[src/rtl/param_datapath.sv]
// param_datapath: accumulator datapath steered cycle-by-cycle by the control unit.
// It holds AC, R[NREG], {V,C,N,Z} flags, IR, AH/AL, PC, MDA and an optional return stack.
// Optional feature macro: RET_STACK_EN builds the hardware return-address stack.
// Ports: clk/reset (async, active-high); load enables ir_ld/ah_ld/al_ld/acc_ld/r_ld/
//   flags_ld/pc_ld/mda_ld; mux selects acc_sel/srcb_sel/pc_sel/adr_sel; alu_op; r_sel;
//   push/pop; memdata in; address/writedata/zero combinational; instr/flags/stk_err registered.
module param_datapath #(
  parameter int DW     = 8,
  parameter int NREG   = 4,
  parameter int SDEPTH = 4,
  localparam int AW    = 2 * DW,
  localparam int RW    = $clog2(NREG)
) (
  input  logic          clk,
  input  logic          reset,
  input  logic          ir_ld,
  input  logic          ah_ld,
  input  logic          al_ld,
  input  logic          acc_ld,
  input  logic [1:0]    acc_sel,
  input  logic          r_ld,
  input  logic [RW-1:0] r_sel,
  input  logic          srcb_sel,
  input  logic [3:0]    alu_op,
  input  logic          flags_ld,
  input  logic          pc_ld,
  input  logic [1:0]    pc_sel,
  input  logic          mda_ld,
  input  logic          adr_sel,
  input  logic          push,
  input  logic          pop,
  input  logic [DW-1:0] memdata,
  output logic [AW-1:0] address,
  output logic [DW-1:0] writedata,
  output logic [DW-1:0] instr,
  output logic          zero,
  output logic [3:0]    flags,
  output logic          stk_err
);

  logic [DW-1:0] ac, ah, al, ir;
  logic [DW-1:0] rf [NREG];
  logic [AW-1:0] pc, mda, pc_inc, pc_next, stk_top;
  logic [DW-1:0] alu_b, alu_res, ac_next;
  logic [DW:0]   ext;
  logic          c_out, v_out, cin;

  assign cin    = flags[2];
  assign alu_b  = srcb_sel ? DW'(1) : rf[r_sel];
  assign pc_inc = pc + AW'(1);

  // ALU. ext carries one extra bit so bit DW is the carry (add) or borrow (sub).
  always_comb begin
    alu_res = ac;
    ext     = '0;
    c_out   = 1'b0;
    v_out   = 1'b0;
    case (alu_op)
      4'd1, 4'd8: begin
        ext     = {1'b0, ac} + {1'b0, alu_b} + {{DW{1'b0}}, (alu_op == 4'd8) & cin};
        alu_res = ext[DW-1:0];
        c_out   = ext[DW];
        v_out   = (ac[DW-1] == alu_b[DW-1]) && (alu_res[DW-1] != ac[DW-1]);
      end
      4'd2, 4'd9: begin
        ext     = {1'b0, ac} - {1'b0, alu_b} - {{DW{1'b0}}, (alu_op == 4'd9) & cin};
        alu_res = ext[DW-1:0];
        c_out   = ext[DW];
        v_out   = (ac[DW-1] != alu_b[DW-1]) && (alu_res[DW-1] != ac[DW-1]);
      end
      4'd3:  alu_res = '0;
      4'd4:  alu_res = ac & alu_b;
      4'd5:  alu_res = ac | alu_b;
      4'd6:  alu_res = ac ^ alu_b;
      4'd7:  alu_res = ~ac;
      4'd10: begin
        alu_res = {ac[DW-2:0], 1'b0};
        c_out   = ac[DW-1];
      end
      4'd11: begin
        alu_res = {1'b0, ac[DW-1:1]};
        c_out   = ac[0];
      end
      default: alu_res = ac;
    endcase
  end

  assign writedata = alu_res;
  assign zero      = (alu_res == '0);
  assign address   = adr_sel ? mda : pc;
  assign instr     = ir;

  always_comb begin
    case (acc_sel)
      2'd0:    ac_next = alu_res;
      2'd1:    ac_next = memdata;
      2'd2:    ac_next = rf[r_sel];
      default: ac_next = ac;
    endcase
  end

  always_comb begin
    case (pc_sel)
      2'd0:    pc_next = pc;
      2'd1:    pc_next = pc_inc;
      2'd2:    pc_next = {ah, al};
      default: pc_next = stk_top;
    endcase
  end

  // Register writes use pre-edge AC and R values, so r_ld with acc_sel=2 swaps.
  always_ff @(posedge clk or posedge reset) begin
    if (reset) begin
      ac    <= '0;
      ah    <= '0;
      al    <= '0;
      ir    <= '0;
      pc    <= '0;
      mda   <= '0;
      flags <= '0;
      for (int i = 0; i < NREG; i++) rf[i] <= '0;
    end else begin
      if (ir_ld)    ir    <= memdata;
      if (ah_ld)    ah    <= memdata;
      if (al_ld)    al    <= memdata;
      if (acc_ld)   ac    <= ac_next;
      if (r_ld)     rf[r_sel] <= ac;
      if (flags_ld) flags <= {v_out, c_out, alu_res[DW-1], (alu_res == '0)};
      if (pc_ld)    pc    <= pc_next;
      if (mda_ld)   mda   <= {ah, al};
    end
  end

`ifdef RET_STACK_EN
  localparam int SPW = $clog2(SDEPTH + 1);

  logic [SPW-1:0] sp, sp_nxt, wr_idx;
  logic [AW-1:0]  stk [SDEPTH];
  logic           empty, full, wr_en, err_set, err_q;

  assign empty = (sp == '0);
  assign full  = (sp == SPW'(SDEPTH));

  // Top of stack is stack[sp-1]; an empty stack reads as 0.
  always_comb begin
    stk_top = '0;
    for (int i = 0; i < SDEPTH; i++)
      if (sp == SPW'(i + 1)) stk_top = stk[i];
  end

  // push+pop replaces the top in place; on an empty stack it degrades to a push.
  always_comb begin
    sp_nxt  = sp;
    wr_en   = 1'b0;
    wr_idx  = sp;
    err_set = 1'b0;
    if (push && pop) begin
      wr_en = 1'b1;
      if (empty) sp_nxt = sp + SPW'(1);
      else       wr_idx = sp - SPW'(1);
    end else if (push) begin
      if (full) err_set = 1'b1;
      else begin
        wr_en  = 1'b1;
        sp_nxt = sp + SPW'(1);
      end
    end else if (pop) begin
      if (empty) err_set = 1'b1;
      else       sp_nxt  = sp - SPW'(1);
    end
  end

  always_ff @(posedge clk or posedge reset) begin
    if (reset) begin
      sp    <= '0;
      err_q <= 1'b0;
      for (int i = 0; i < SDEPTH; i++) stk[i] <= '0;
    end else begin
      sp <= sp_nxt;
      if (err_set) err_q <= 1'b1;
      for (int i = 0; i < SDEPTH; i++)
        if (wr_en && (wr_idx == SPW'(i))) stk[i] <= pc_inc;
    end
  end

  assign stk_err = err_q;
`else
  // Without the stack, pc_sel=3 falls back to PC+1 and push/pop do nothing.
  logic                         unused_stk;
  logic [$clog2(SDEPTH+1)-1:0]  unused_sp;
  assign unused_stk = push ^ pop;
  assign unused_sp  = '0;
  assign stk_top    = pc_inc;
  assign stk_err    = 1'b0;
`endif

endmodule

[config.mk]
export PLATFORM = sky130hd
export DESIGN_NAME = param_datapath
export DESIGN_NICKNAME = d
export VERILOG_FILES = /design/src/rtl/param_datapath.sv
export SDC_FILE = /design/constraint.sdc
export NUM_CORES = 1
export LEC_CHECK = 0
export CAP_MARGIN = 0
export CORE_AREA = 3 3 116 118
export CTS_CLUSTER_SIZE = 30
export DETAILED_ROUTE_END_ITERATION = 7
export DIE_AREA = 0 0 119 121
export PLACE_DENSITY = 0.74
export SETUP_SLACK_MARGIN = 0.05
export SYNTH_ARGS = -nofsm -noshare
export SYNTH_HDL_FRONTEND = slang
export SYNTH_SLANG_ARGS = --single-unit
[constraint.sdc]
create_clock -name clk -period 18.97 [get_ports clk]
set_input_delay 4.7425 -clock clk [delete_from_list [all_inputs] [get_ports clk]]
set_output_delay 4.7425 -clock clk [all_outputs]
set_load 0.005 [all_outputs]
==> impl_metrics.json <==
{
  "fin_crit_ns": 14.52,
  "critical_path.top_delay_family": "buffers and inverters",
  "yosysMostFrequentCell": "dfrtp_1",
  "yosys.area_share.adder_pct": 7.347,
  "worstMarginPinSlew_ns": 0.9714,
  "synth.avg_cell_area_um2": 9.877,
  "n_antenna_cell": 0,
  "routabilityCongestion": 0.9018,
  "cts_tree": "built",
  "core_area_um2": 12570,
  "p_per_area_nw_per_um2": 99.06,
  "met2_length_mm": 8.279,
  "clock_skew_ns": 0.01038,
  "async_flop_share_pct": 100.0,
  "finalCritPeriodShare_pct": 76.54,
  "synth_top_area_share_pct": 37.87,
  "synth_top_family_by_area": "compound AO/OA/AOI/OAI gates",
  "vias": 5311,
  "syn_inst": 669,
  "synth_common_cells": "100 x dfrtp_1, 63 x mux2_2, 63 x nand2_1, 48 x o21ai_0, 47 x a21oi_1",
  "hold_path_class": "register to register",
  "vias_per_cell": 6.008,
  "area_growth_pct": 13.79,
  "grt_usage_pct": 23.46,
  "seq_area_frac_synth_pct": 37.87,
  "crit_path_top_delay_cell": "clkdlybuf4s50_1",
  "die_w_um": 119,
  "grt_pass1_wl_mm": 26.90,
  "holdWs_ns": 0.4807,
  "run_status": "complete, no violations",
  "yosys_warnings": 0,
  "top_layer_used": "met4",
  "clkPwrFrac_pct": 22.9,
  "clkTransAtPathRegs_ns": 0.07,
  "synthXorXnorAreaFrac_pct": 2.234,
  "fin_nets": 776,
  "tns_ns": 0,
  "postCtsSetupBuffers": 0,
  "switchingPower_w": 0.0002584,
  "yosysTopAreaCell": "dfrtp_1",
  "wl_per_cell_um": 18.85,
  "drv_slew": 0,
  "final_antenna_net_count": 0,
  "wl_met3_um": 992,
  "setup_viol": 0,
  "fin_cells": 884,
  "fin_ws_ns": 4.450,
  "cts_buffers": 9,
  "yosys.area_share.simple_pct": 13.29,
  "crit_path_end_kind": "output port",
  "combinationalPowerShare_pct": 38.0,
  "rr_worst_depth": 14,
  "maxSlewHeadroom_pct": 35.24,
  "synth_cell_types": 73,
  "start_kind": "input port",
  "r2r-end": "ac[7]",
  "swShare_pct": 34.69,
  "fmax_ghz": 0.06887,
  "synth_edf_count": 0,
  "htree_num_levels": 3,
  "portBuffers": 66,
  "final_util_pct": 59.82,
  "cts_resized": 0,
  "worst_ep_arrival_time_ns": 9.78,
  "grt_pass1_vias": 5149,
  "regToRegSetupSlack_ns": 15.02,
  "synth_flop_cell": "dfrtp_1",
  "rows": 41,
  "place.detailed.hpwl_mm": 12.04,
  "rsz0062_at_grt": "false",
  "ys_ff_latch": 100,
  "dieArea_um2": 14400,
  "firstDrtPassIters": 5,
  "clk_latency_ns": 0.34,
  "drive_above_1_share_pct": 15.87,
  "cts-root-buf": "clkbuf_16",
  "grt_max_degree": 62,
  "internal_power_w": 0.0004865,
  "drt_first_iter_violations": 577,
  "cp_common_cell": "clkdlybuf4s50_1",
  "wl_mm": 16.66,
  "r2r_start": "rf[0]",
  "io_pins": 70,
  "critPathKind": "input port to output port",
  "antenna_found_initial": 0,
  "overflow": 0,
  "holdCritStartpoint": "rf[10]",
  "cts_sinks": 100,
  "synth.net_count": 738,
  "hold_depth": 2,
  "leakage_nw": 3.147,
  "slowest_delay_ns": 0.95,
  "synth.top_cells.by_area": "dfrtp_1 38%, mux2_2 11%, ha_1 6.4%, o21ai_0 3.6%, nand2_1 3.6%",
  "cap_violations": 0,
  "pre_cts_slack_ns": 4.425,
  "fill_cells": 1079,
  "hold_viol_final": 0,
  "synth.cell_area_um2": 6608,
  "m1WireLength_mm": 6.866,
  "initial_core_util_pct": 52.57,
  "ctsHoldBuffers": 0,
  "crit_fanout": 12,
  "required_ns": 14.23,
  "pwr-share-seq_pct": 39.1,
  "synth.mux.area_fraction_pct": 14.71,
  "place_inst": 868,
  "die_height_um": 121,
  "synth_compound_area_share_pct": 18.25,
  "clock_path_buffers": 2,
  "ir_drop_mv": 0.05296,
  "min_to": "rf[10]",
  "crit_chain": "clkdlybuf4s50_1 -> mux4_2 -> or2_0 -> xnor2_1 -> ha_1 -> or2_2 -> inv_1 -> fa_1 -> o21ai_1 -> a32oi_1 -> a21oi_1 -> o32ai_1 -> o211ai_2 -> nor4_4 -> and2_1 -> clkdlybuf4s50_1",
  "critPathBufInv": 3,
  "drc": 0
}
stage by stage:
step                total power (W)  cell area [um^2]
floorplan                 0.0004874              6608
global placement          0.0005630              7239
detailed placement        0.0005744              7239
CTS                       0.0007496              7518
global route              0.0007941              7518
finish                    0.0007448              7518
power by group through the flow:
stage / clock (W) / combinational, W / sequential, W
6_report: 0.000171 / 0.000283 / 0.000291
5_1_grt: 0.000185 / 0.000312 / 0.000297
4_1_cts: 0.000176 / 0.000283 / 0.000291
3_5_place_dp: 0 / 0.000280 / 0.000294
3_3_place_gp: 0 / 0.000272 / 0.000291
2_1_floorplan: 0 / 0.000208 / 0.000279
cells by family after synthesis:
family                     count (synthesis)
AOI/OAI and AO/OA                        182
xor gates and xnor gates                  16
adders and majority gates                 37
buffers and inverters                     79
DFF                                      100
muxes                                     78
other                                      1
and+or+nand+nor                          176
cells in the final DEF (no fill, tap or decap), types with 6 or more instances in the layout:
cell / n
clkdlybuf4s50_1: 66
nand3_1: 16
nand2_1: 63
ha_1: 34
clkbuf_16: 9
inv_1: 35
a21oi_1: 47
dfrtp_1: 100
o22ai_1: 14
nand2b_1: 14
a211oi_1: 7
mux2_2: 63
a22oi_1: 6
xnor2_1: 11
o21ai_0: 48
nor2_1: 42
mux2i_1: 6
mux4_2: 9
nor3_1: 7
final cells by class:
| class | instances | area (um^2) | area share (%) |
|---|---|---|---|
| clock buffers | 12 | 246.5 | 3.278 |
| clock inverters | 4 | 32.53 | 0.4327 |
| well taps | 172 | 215.2 | 2.862 |
| repair buffers | 70 | 690.7 | 9.186 |
| inverters | 36 | 137.6 | 1.831 |
| flip-flops and latches | 100 | 2502 | 33.28 |
| multi-input cells | 490 | 3694 | 49.13 |
sequential cells by signal, indices dropped and copies added, names as in the netlist:
register,flops
rf,32
mda,16
pc,16
ac,8
ah,8
al,8
instr,8
flags,4
worst register-to-register path, delay by kind of cell, from the launching register on:
kind / cells / cell delay [ns]
xor+xnor: 1 / 0.20
fa+ha+maj: 2 / 0.45
flops: 1 / 0.38
compound gates: 7 / 1.44
mux: 1 / 0.49
simple gates: 3 / 0.84
per-layer routing:
metal  GRT usage (%)  vias to the layer above
met5               0                        -
met3           3.916                       35
li1                -                     2481
met2           39.88                      219
met1           30.31                     2576
met4           8.400                        0
worst max-delay path by stage:
stage,startpoint,endpoint,cells past startpoint
3_5_place_dp,r_sel[0],zero,16
6_report,r_sel[0],zero,16
5_1_grt,r_sel[0],zero,16
3_3_place_gp,r_sel[0],zero,16
2_1_floorplan,r_sel[0],zero,16
4_1_cts,r_sel[0],zero,16
Note: power is estimated with default switching activity, not from simulation.
